File: config.mk
export PLATFORM = sky130hd
export DESIGN_NAME = vga_timing_analyzer
export DESIGN_NICKNAME = d
export VERILOG_FILES = /design/src/rtl/vga_rx_pkg.sv /design/src/rtl/vga_sync_edge.sv /design/src/rtl/vga_timing_analyzer.sv
export SDC_FILE = /design/constraint.sdc
export NUM_CORES = 1
export LEC_CHECK = 0
export BUFFER_PORTS_ARGS = -buffer_cell sky130_fd_sc_hd__buf_2
export CORE_MARGIN = 2
export CORE_UTILIZATION = 60
export CTS_BUF_LIST = sky130_fd_sc_hd__clkbuf_8
export CTS_CLUSTER_SIZE = 12
export DETAILED_ROUTE_END_ITERATION = 8
export HOLD_SLACK_MARGIN = 0.12
export PLACE_DENSITY = 0.82
export SKIP_LAST_GASP = 1
export SLEW_MARGIN = 20
export SYNTH_ARGS = -nofsm -noshare
export SYNTH_HDL_FRONTEND = slang
export SYNTH_SLANG_ARGS = --single-unit
File: constraint.sdc
create_clock -name clk -period 15.3 [get_ports clk]
set_clock_uncertainty 0.15 [all_clocks]
set_input_delay 2.295 -clock clk [delete_from_list [all_inputs] [get_ports clk]]
set_output_delay 2.295 -clock clk [all_outputs]
set_load 0.01 [all_outputs]
File: src/rtl/vga_rx_pkg.sv
// vga_rx_pkg: shared lock-FSM states, default sizes and the eight-field timing record
package vga_rx_pkg;
  localparam int CW_DEF = 12;
  localparam int TIMEOUT_DEF = 4096;
  typedef enum logic [1:0] {SEARCH, MEASURE, VERIFY, LOCKED} state_t;
  typedef struct packed {
    logic [CW_DEF-1:0] h_total, h_sync, h_start, h_end, v_total, v_sync, v_start, v_end;
  } timing_t;
endpackage

File: src/rtl/vga_sync_edge.sv
// vga_sync_edge: two-flop register of W strobes (d) giving the older level s2 and rise/fall pulses from s2 vs s1
module vga_sync_edge #(
  parameter int W = 3
) (
  input  logic         clk,
  input  logic         reset,
  input  logic [W-1:0] d,
  output logic [W-1:0] s2,
  output logic [W-1:0] rise,
  output logic [W-1:0] fall
);
  logic [W-1:0] s1;
  always_ff @(posedge clk or posedge reset)
    if (reset) begin
      s1 <= '0;
      s2 <= '0;
    end else begin
      s1 <= d;
      s2 <= s1;
    end
  assign rise = s1 & ~s2;
  assign fall = ~s1 & s2;
endmodule

File: src/rtl/vga_timing_analyzer.sv
// vga_timing_analyzer: from vga_hs/vs/de/rgb recovers meas_* geometry, locked/sync_err/frame_start, act_x/act_y and the probe pixel
module vga_timing_analyzer
  import vga_rx_pkg::*;
#(
  parameter int TIMEOUT_CYC = TIMEOUT_DEF,
  parameter int CW = CW_DEF
) (
  input  logic          clk,
  input  logic          reset,
  input  logic          vga_hs,
  input  logic          vga_vs,
  input  logic          vga_de,
  input  logic [7:0]    vga_r,
  input  logic [7:0]    vga_g,
  input  logic [7:0]    vga_b,
  input  logic [9:0]    probe_x,
  input  logic [9:0]    probe_y,
  output logic [CW-1:0] meas_h_total,
  output logic [CW-1:0] meas_h_sync,
  output logic [CW-1:0] meas_h_start,
  output logic [CW-1:0] meas_h_end,
  output logic [CW-1:0] meas_v_total,
  output logic [CW-1:0] meas_v_sync,
  output logic [CW-1:0] meas_v_start,
  output logic [CW-1:0] meas_v_end,
  output logic          locked,
  output logic          frame_start,
  output logic [CW-1:0] act_x,
  output logic [CW-1:0] act_y,
  output logic          probe_valid,
  output logic [7:0]    probe_r,
  output logic [7:0]    probe_g,
  output logic [7:0]    probe_b,
  output logic          sync_err
);
  localparam logic [CW-1:0] CMAX = '1;
  logic [2:0] lvl, rise, fall;
  logic [23:0] rgb_s1, rgb_s2;
  logic hs_f, hs_r, vs_f, vs_r, de_f, de_r, de2, unused_lvl;
  logic [CW-1:0] hc, vc, hc_inc, hc_cur, vc_cur;
  logic line_de, frame_de, line_mis, mis_now, bad, timeout, probe_hit;
  timing_t shadow, shadow_nx, meas;
  state_t state;
  vga_sync_edge #(.W(3)) u_edge (
    .clk  (clk),
    .reset(reset),
    .d    ({vga_de, vga_vs, vga_hs}),
    .s2   (lvl),
    .rise (rise),
    .fall (fall)
  );
  assign {de_r, vs_r, hs_r} = rise;
  assign {de_f, vs_f, hs_f} = fall;
  assign de2 = lvl[2];
  assign unused_lvl = ^lvl[1:0];
  assign hc_inc = hc == CMAX ? hc : hc + 1'b1;
  assign hc_cur = hs_f ? '0 : hc_inc;
  assign vc_cur = vs_f ? '0 : (hs_f && vc != CMAX) ? vc + 1'b1 : vc;
  assign mis_now = hs_f && hc != shadow.h_total;
  assign bad = line_mis || mis_now || shadow_nx != meas;
  assign timeout = !hs_f && hc_inc == CW'(TIMEOUT_CYC - 1) && hc != CW'(TIMEOUT_CYC - 1);
  assign probe_hit = de2 && act_x == CW'(probe_x) && act_y == CW'(probe_y);
  assign locked = state == LOCKED;
  assign {meas_h_total, meas_h_sync, meas_h_start, meas_h_end,
          meas_v_total, meas_v_sync, meas_v_start, meas_v_end} = meas;
  // h_end/v_end use the pre-fall counters so a DE that runs to the end of a line or frame still lands on its own line
  always_comb begin
    shadow_nx = shadow;
    if (hs_f) shadow_nx.h_total = hc;
    if (hs_r) shadow_nx.h_sync = hc_cur;
    if (de_r && (hs_f || !line_de)) shadow_nx.h_start = hc_cur;
    if (de_f) shadow_nx.h_end = hc_inc;
    if (vs_r) shadow_nx.v_sync = vc_cur;
    if (de_r && (vs_f || !frame_de)) shadow_nx.v_start = vc_cur;
    if (de_f) shadow_nx.v_end = vc + 1'b1;
    if (vs_f) shadow_nx.v_total = vc;
  end
  always_ff @(posedge clk or posedge reset)
    if (reset) begin
      rgb_s1 <= '0;
      rgb_s2 <= '0;
      hc <= '0;
      vc <= '0;
      shadow <= '0;
      meas <= '0;
      line_de <= 1'b0;
      frame_de <= 1'b0;
      line_mis <= 1'b0;
      act_x <= '0;
      act_y <= '0;
      probe_valid <= 1'b0;
      {probe_r, probe_g, probe_b} <= '0;
      frame_start <= 1'b0;
      sync_err <= 1'b0;
      state <= SEARCH;
    end else begin
      rgb_s1 <= {vga_r, vga_g, vga_b};
      rgb_s2 <= rgb_s1;
      hc <= hc_cur;
      vc <= vc_cur;
      shadow <= shadow_nx;
      line_de <= hs_f ? de_r : line_de | de_r;
      frame_de <= vs_f ? de_r : frame_de | de_r;
      line_mis <= !vs_f && (line_mis || mis_now);
      act_x <= de_r ? '0 : de2 ? act_x + 1'b1 : act_x;
      act_y <= vs_f ? '0 : de_f ? act_y + 1'b1 : act_y;
      probe_valid <= probe_hit;
      if (probe_hit) {probe_r, probe_g, probe_b} <= rgb_s2;
      frame_start <= vs_f;
      if (vs_f && state != SEARCH) meas <= shadow_nx;
      sync_err <= timeout ? state == LOCKED : vs_f && state == LOCKED && bad;
      state <= timeout ? SEARCH : !vs_f ? state : state == SEARCH ? MEASURE :
               state == MEASURE ? VERIFY : bad ? MEASURE : LOCKED;
    end
endmodule
==> metrics.cfg, run 1 <==
[run_status]
status = finished, final reports clean

[power]
max-vdd-ir-drop_uv = 95.9
comb_power_share = 0.202
p_switching_w = 0.000757
p_seq_frac = 0.460
clkPwrFrac = 0.338
powerDensity_mw_per_mm2 = 128
p_total_w = 0.00229
sw_frac_of_total = 0.330
intPower_w = 0.00154
p_leak_nw = 8.85

[logic_synthesis]
ys.flop_type = dfrtp_1
synth_fp_nets = 1644
yosys_warnings = 0
async_flop_share = 1.00
avgSynthCellArea_sq_um = 9.78
yosysUniqueCellTypes = 79
syn_area_sq_mm = 0.0156
synth_edf_count = 0
synth_seq_cells = 326
syn_inst = 1591
seq_area_frac_synth = 0.524

[timing]
fmax_ghz = 0.224
setup_viol = 0
maxSlewViolCount = 0
tightest_slew_ns = 1.13
finalCritPeriodShare = 0.292
post-route-min-period_ns = 4.47
rsz0062_at_grt = no
fin_ws_ns = 10.83
finalSetupTns_ns = 0
finalHoldViolCount = 0
holdWs_ns = 0.195
slew_headroom = 0.237

[clocking]
postCtsHoldBufs = 0
cts_root_buf = clkbuf_8
clk_latency_ns = 0.61
cts_tree = done
post-cts-setup-buffers = 0
cts_resized = 0
clockBufferDepth = 3
htreeDepth = 2
cts_made_buffers = 52
clkSlewWorstSetupHoldPaths_ns = 0.06
clkSinkCount = 326

[worst_setup_path]
cp.arrival_ns = 4.81
worstSetupPathType = reg -> reg
endpoint_kind = flip-flop
worstPathRequired_ns = 15.64
crit_path_start_kind = flip-flop
cp_max_fo = 21

[final_layout]
layout_common_cells = dfrtp_1 (326), nand2_1 (301), buf_2 (196)
final_cell_area_sq_mm = 0.0179
antenna_cells = 0
fin_nets = 1822
drive_above_1_share = 0.198
area_growth_pct = 15.0
final_common_cell = dfrtp_1

[global_routing]
grt_pass1_vias = 12610
antenna_found_initial = 0
grt_max_degree = 177
gr-total-overflow = 0
grt_pass1_wl_um = 73100
track_usage = 0.356

[floorplan]
start_util = 0.614
die_y_um = 165
die_w_um = 165
die-area_sq_mm = 0.0272
row_count = 58
coreArea_sq_mm = 0.0253
ios = 197

[detailed_routing]
routed_wirelength_um = 48400
drt_iter0_markers = 1588
drc = 0
via_per_inst = 6.22
via_count = 13311
ant_nets = 0
wl_per_cell_um = 22.6
drtPass1Iterations = 7

[placement]
hpwl_um = 34300
place_congestion = 1.03
port_buffers = 196
placed_area_sq_mm = 0.0168
dpl_worst_slack_ns = 10.53

[min_path]
min_path_type = reg -> reg

[flow_run]
cap_viol_max_count = 0

[cell type report]
type / instances / area, sq um
clock inverters: 29 / 184
repair buffers: 215 / 1160
multi-input cells: 1107 / 6800
flip-flops and latches: 326 / 8160
inverters: 67 / 259
fillers: 1937 / 7430
clock buffers: 67 / 922
well taps: 330 / 413
[cells by family after synthesis]
kind of cell / Yosys count / synth area share
adder cells (fa/ha/maj): 4 / 0.00322
AO/OA/AOI/OAI: 313 / 0.134
XOR/XNOR: 126 / 0.0721
buffers and inverters: 158 / 0.0405
flip-flops: 326 / 0.524
multiplexers: 63 / 0.0438
AND/OR/NAND/NOR: 601 / 0.182
[cell usage after synthesis, drive strengths merged, types with 9 or more instances]
master  number  share of area
and4         9         0.0051
xnor2       58          0.034
nor3        19         0.0064
mux2i       22          0.014
and2        15         0.0060
clkbuf      50          0.012
nand4       28          0.011
mux2        41          0.030
dfrtp      326           0.52
or3         11         0.0044
nand2      301          0.073
xor2        68          0.038
inv         67          0.016
or4          9         0.0046
buf         41          0.012
o21ai      100          0.032
a21oi       53          0.017
nor2b        9         0.0036
a31oi       14         0.0056
o31ai       22          0.011
nand2b      18         0.0072
o211ai      11         0.0053
a311oi       9         0.0059
nand3       44          0.015
nor2        81          0.020
and3        12         0.0048
nor4        27          0.012
o22ai       16         0.0064
a211oi      10         0.0048
[sequential cells by signal, summed over array words and instances, names as in the netlist, 2 cells and up]
register	cells
meas_h_start	12
rgb_s1	24
probe_g	8
hc	12
meas_v_end	12
act_x	12
u_edge.s1	3
meas_h_end	12
meas_h_total	12
u_edge.s2	3
probe_b	8
act_y	12
rgb_s2	24
shadow	96
meas_h_sync	12
meas_v_total	12
vc	12
meas_v_sync	12
meas_v_start	12
probe_r	8
state	2
[power groups by stage]
stage / logic [W] / registers, W / clock network [W]
finish: 0.000464 / 0.00105 / 0.000774
detailed placement: 0.000453 / 0.00106 / 0
global route: 0.000502 / 0.00106 / 0.000821
CTS: 0.000456 / 0.00105 / 0.000782
floorplan: 0.000277 / 0.00104 / 0
global placement: 0.000445 / 0.00106 / 0
[stage by stage]
| step | instances | util |
|---|---|---|
| 2_1_floorplan | 1591 | - |
| 3_3_place_gp | 2044 | 0.662 |
| 3_5_place_dp | 2044 | 0.662 |
| 4_1_cts | 2140 | 0.706 |
| 5_1_grt | 2141 | 0.707 |
| 6_report | 2141 | 0.707 |
[final timing paths]
path                               from    endpoint  slack, ns  depth (start not counted)
max                        u_edge.s2[2]    sync_err      10.83                          9
min                          rgb_s1[16]  rgb_s2[16]       0.20                          0
max reg2reg                u_edge.s2[2]    sync_err      10.83                          9
min reg2reg                  rgb_s1[16]  rgb_s2[16]       0.20                          0
max in group asynchronous         reset   shadow[0]      11.23                          4
min in group asynchronous         reset  probe_r[7]       1.66                          2
[metal layers]
metal / wire length (um) / global-route usage
met2: 21800 / 0.557
met1: 19600 / 0.483
met4: 2070 / 0.143
met5: 0 / 0
met3: 4920 / 0.0834
[critical path, stage by stage, from the launching register on]
cell and delay (ns):
dfrtp_1 0.61, nand2b_1 0.80, a21o_1 0.66, nand2_1 0.18, mux2i_1 0.22, a2111oi_0 0.40
nand4_1 0.25, nor4b_1 0.44, nand4b_1 0.31, a31o_2 0.33
Power figures use the tool's default switching activity.
==> run 2, diff against run 1 <==
- ABC_AREA: not set -> 1
- clock period: 15.3 -> 4.2 ns (I/O delays scaled with it)
==> run 2 against run 1 <==
Register-to-register slack got worse by 9.7 ns. Largest power group unchanged. First-iteration DRC count shrank 19%. Critical path depth is 10 higher. Power grew to 3.9 times the previous value. Highest routed layer unchanged. Utilization increased by 1.8 points. Area after synthesis shrank 3.8%. Combinational power grew to 4.5 times the previous value.
==> metrics.cfg, run 2 <==
[clocking]
clockBufferDepth = 3  ; unchanged
cts_root_buf = clkbuf_8
cts_made_buffers = 53  ; +1.9%
clk_latency_ns = 0.57  ; -0.04 ns
htreeDepth = 2  ; unchanged
clkSlewWorstSetupHoldPaths_ns = 0.06  ; about the same
clkSinkCount = 326  ; unchanged
cts_tree = done

[worst_setup_path]
r2r_cells = 19  ; +10
crit_path_start_kind = flip-flop
worstSetupPathType = reg -> reg
endpoint_kind = flip-flop
cp_max_fo = 40  ; +90%
cp.arrival_ns = 3.40  ; -1.41 ns
worstPathRequired_ns = 4.57  ; -11.07 ns

[timing]
finalSetupTns_ns = 0  ; unchanged
tightest_slew_ns = 0.877  ; -0.257 ns
rsz0062_at_grt = no
setup_viol = 0  ; unchanged
post-route-min-period_ns = 3.04  ; -1.44 ns
holdWs_ns = 0.193  ; -0.00195 ns
slew_headroom = 0.414  ; +0.177
finalHoldViolCount = 0  ; unchanged
fmax_ghz = 0.329  ; +47%
finalCritPeriodShare = 0.723  ; +0.431
maxSlewViolCount = 0  ; unchanged

[logic_synthesis]
syn_area_sq_mm = 0.0150  ; -3.8%
synth_most_common_cell = nand2_1
yosys_warnings = 0  ; unchanged
syn_inst = 1818  ; +14%
synth_fp_nets = 1871  ; +14%
synth_seq_cells = 326  ; unchanged
yosysUniqueCellTypes = 50  ; -37%
async_flop_share = 1.00  ; unchanged
yosysTopAreaCell = dfrtp_1
yosys-top-cells-area = dfrtp_1 (54%), nand2_1 (16%), inv_1 (4.9%)
netlist.area_leader.share = 0.545  ; +0.0205
synth_common_cells = nand2_1 (640), dfrtp_1 (326), inv_1 (197)
synth_edf_count = 0  ; unchanged
avgSynthCellArea_sq_um = 8.24  ; -16%
seq_area_frac_synth = 0.545  ; +0.0205
ys.flop_type = dfrtp_1

[final_layout]
drive_above_1_share = 0.181  ; -0.0166
area_growth_pct = 18.0
final_cell_area_sq_mm = 0.0177  ; -1.3%
top_regs = shadow (96), rgb_s1 (24), rgb_s2 (24)
layout_common_cells = nand2_1 (640), dfrtp_1 (326), inv_1 (206)
regMostFlops = shadow
largest_register_ffs = 96  ; unchanged
final_common_cell = nand2_1
fin_nets = 2112  ; +16%
final_util = 0.724  ; +0.0176
antenna_cells = 0  ; unchanged

[detailed_routing]
via_count = 12977  ; -2.5%
via_per_inst = 5.36  ; -14%
drc = 0  ; unchanged
wl_per_cell_um = 15.8  ; -30%
routed_wirelength_um = 38300  ; -21%
drtPass1Iterations = 6  ; -1
ant_nets = 0  ; unchanged
drt_iter0_markers = 1292  ; -19%

[global_routing]
track_usage = 0.294  ; -0.0626
antenna_found_initial = 0  ; unchanged
grt_pass1_wl_um = 61800  ; -15%
gr-total-overflow = 0  ; unchanged
grt_max_degree = 192  ; +8.5%
grt_pass1_vias = 12534  ; -0.60%

[floorplan]
ios = 197  ; unchanged
row_count = 57  ; -1.7%
die_w_um = 162  ; -1.9%
die-area_sq_mm = 0.0262  ; -3.7%
die_y_um = 162  ; -1.9%
coreArea_sq_mm = 0.0244  ; -3.7%
start_util = 0.614  ; about the same

[min_path]
min_path_cells = 0  ; unchanged
min_path_type = reg -> reg

[power]
p_leak_nw = 9.49  ; +7.2%
powerDensity_mw_per_mm2 = 507  ; +300%
max-vdd-ir-drop_uv = 373  ; +290%

[placement]
place_congestion = 0.943  ; -8.2%
port_buffers = 196  ; unchanged
placed_area_sq_mm = 0.0162  ; -3.2%
hpwl_um = 26400  ; -23%

[flow_run]
cap_viol_max_count = 0  ; unchanged

[run_status]
status = finished, final reports clean

## run 2: cell count changes after synthesis, moves of 22 or more
cell / change
nand2_1: +339
inv_1: +131
nand3_1: +102
xor2_1: -53
mux2_2: -41
xnor2_1: -41
a21oi_1: -32
o21ai_0: +31
nor4_1: -23
clkbuf_1: -22
## run 2: worst max-delay path: stages (launching register included)
cell     delay [ns]
dfrtp_1        0.45
inv_2          0.15
nand2_2        0.13
buf_4          0.43
nand2_1        0.14
nand2_1        0.14
nand2_1        0.06
nand2_1        0.07
nand4_1        0.18
nor2_1         0.15
nand2_1        0.07
nor2_1         0.12
nand3_1        0.11
nor2_1         0.14
nand4_1        0.13
nor2_2         0.12
nand2_1        0.06
nand2_1        0.06
nand2_1        0.06
nand2_1        0.05
## run 2: repair_timing
item	4_1_cts	5_1_grt
hold buffers	28	0
setup buffers	0	0
gates resized for setup	0	0
endpoints found under the hold margin	101	0
## run 2: worst paths after layout
path                         startpoint         endpoint  slack [ns]
max in group asynchronous         reset       rgb_s1[11]        2.12
min                          rgb_s1[11]       rgb_s2[11]        0.19
max reg2reg                u_edge.s1[1]         state[1]        1.16
max                        u_edge.s1[1]         state[1]        1.16
min reg2reg                  rgb_s1[11]       rgb_s2[11]        0.19
min in group asynchronous         reset  meas_h_total[2]        0.64
## run 2: metal layers
| layer | track usage | up-vias | part of all wire |
|---|---|---|---|
| met3 | 0.0488 | 75 | 0.073 |
| li1 | - | 6229 | - |
| met1 | 0.406 | 6146 | 0.43 |
| met2 | 0.477 | 527 | 0.47 |
| met5 | 0 | - | 0 |
| met4 | 0.100 | 0 | 0.028 |
## run 2: final cells by class
| class | instances | area, sq um |
|---|---|---|
| clock inverter | 26 | 194 |
| timing repair buffer | 239 | 1410 |
| clock buffer | 68 | 936 |
| multi-input combinational | 1228 | 5760 |
| inverter | 211 | 800 |
| sequential | 326 | 8160 |
| fill | 1846 | 6730 |
| tap | 324 | 405 |
## run 2: cells by family after synthesis
logic type | synth area share
simple gates | 0.288
flops | 0.545
compound gates | 0.0744
xor+xnor | 0.0181
buf+inv | 0.0711
fa+ha+maj | 0.00334
mux | 0.000669
## run 2: metrics by stage
step / setup WS (ns) / cells / total power [W]
floorplan: -0.931 / 1818 / 0.00531
global placement: 1.28 / 2299 / 0.00600
detailed placement: 1.24 / 2299 / 0.00608
CTS: 1.20 / 2421 / 0.00899
global route: 0.802 / 2422 / 0.00948
finish: 1.16 / 2422 / 0.00896
## run 2: report_power, final
part	switching (W)	leakage (nW)	internal (W)	total, W
clock network	0.00124	0.633	0.00163	0.00288
logic	0.00132	4.65	0.000767	0.00208
registers	0.000386	4.21	0.00361	0.00399
total	0.00295	9.49	0.00601	0.00896
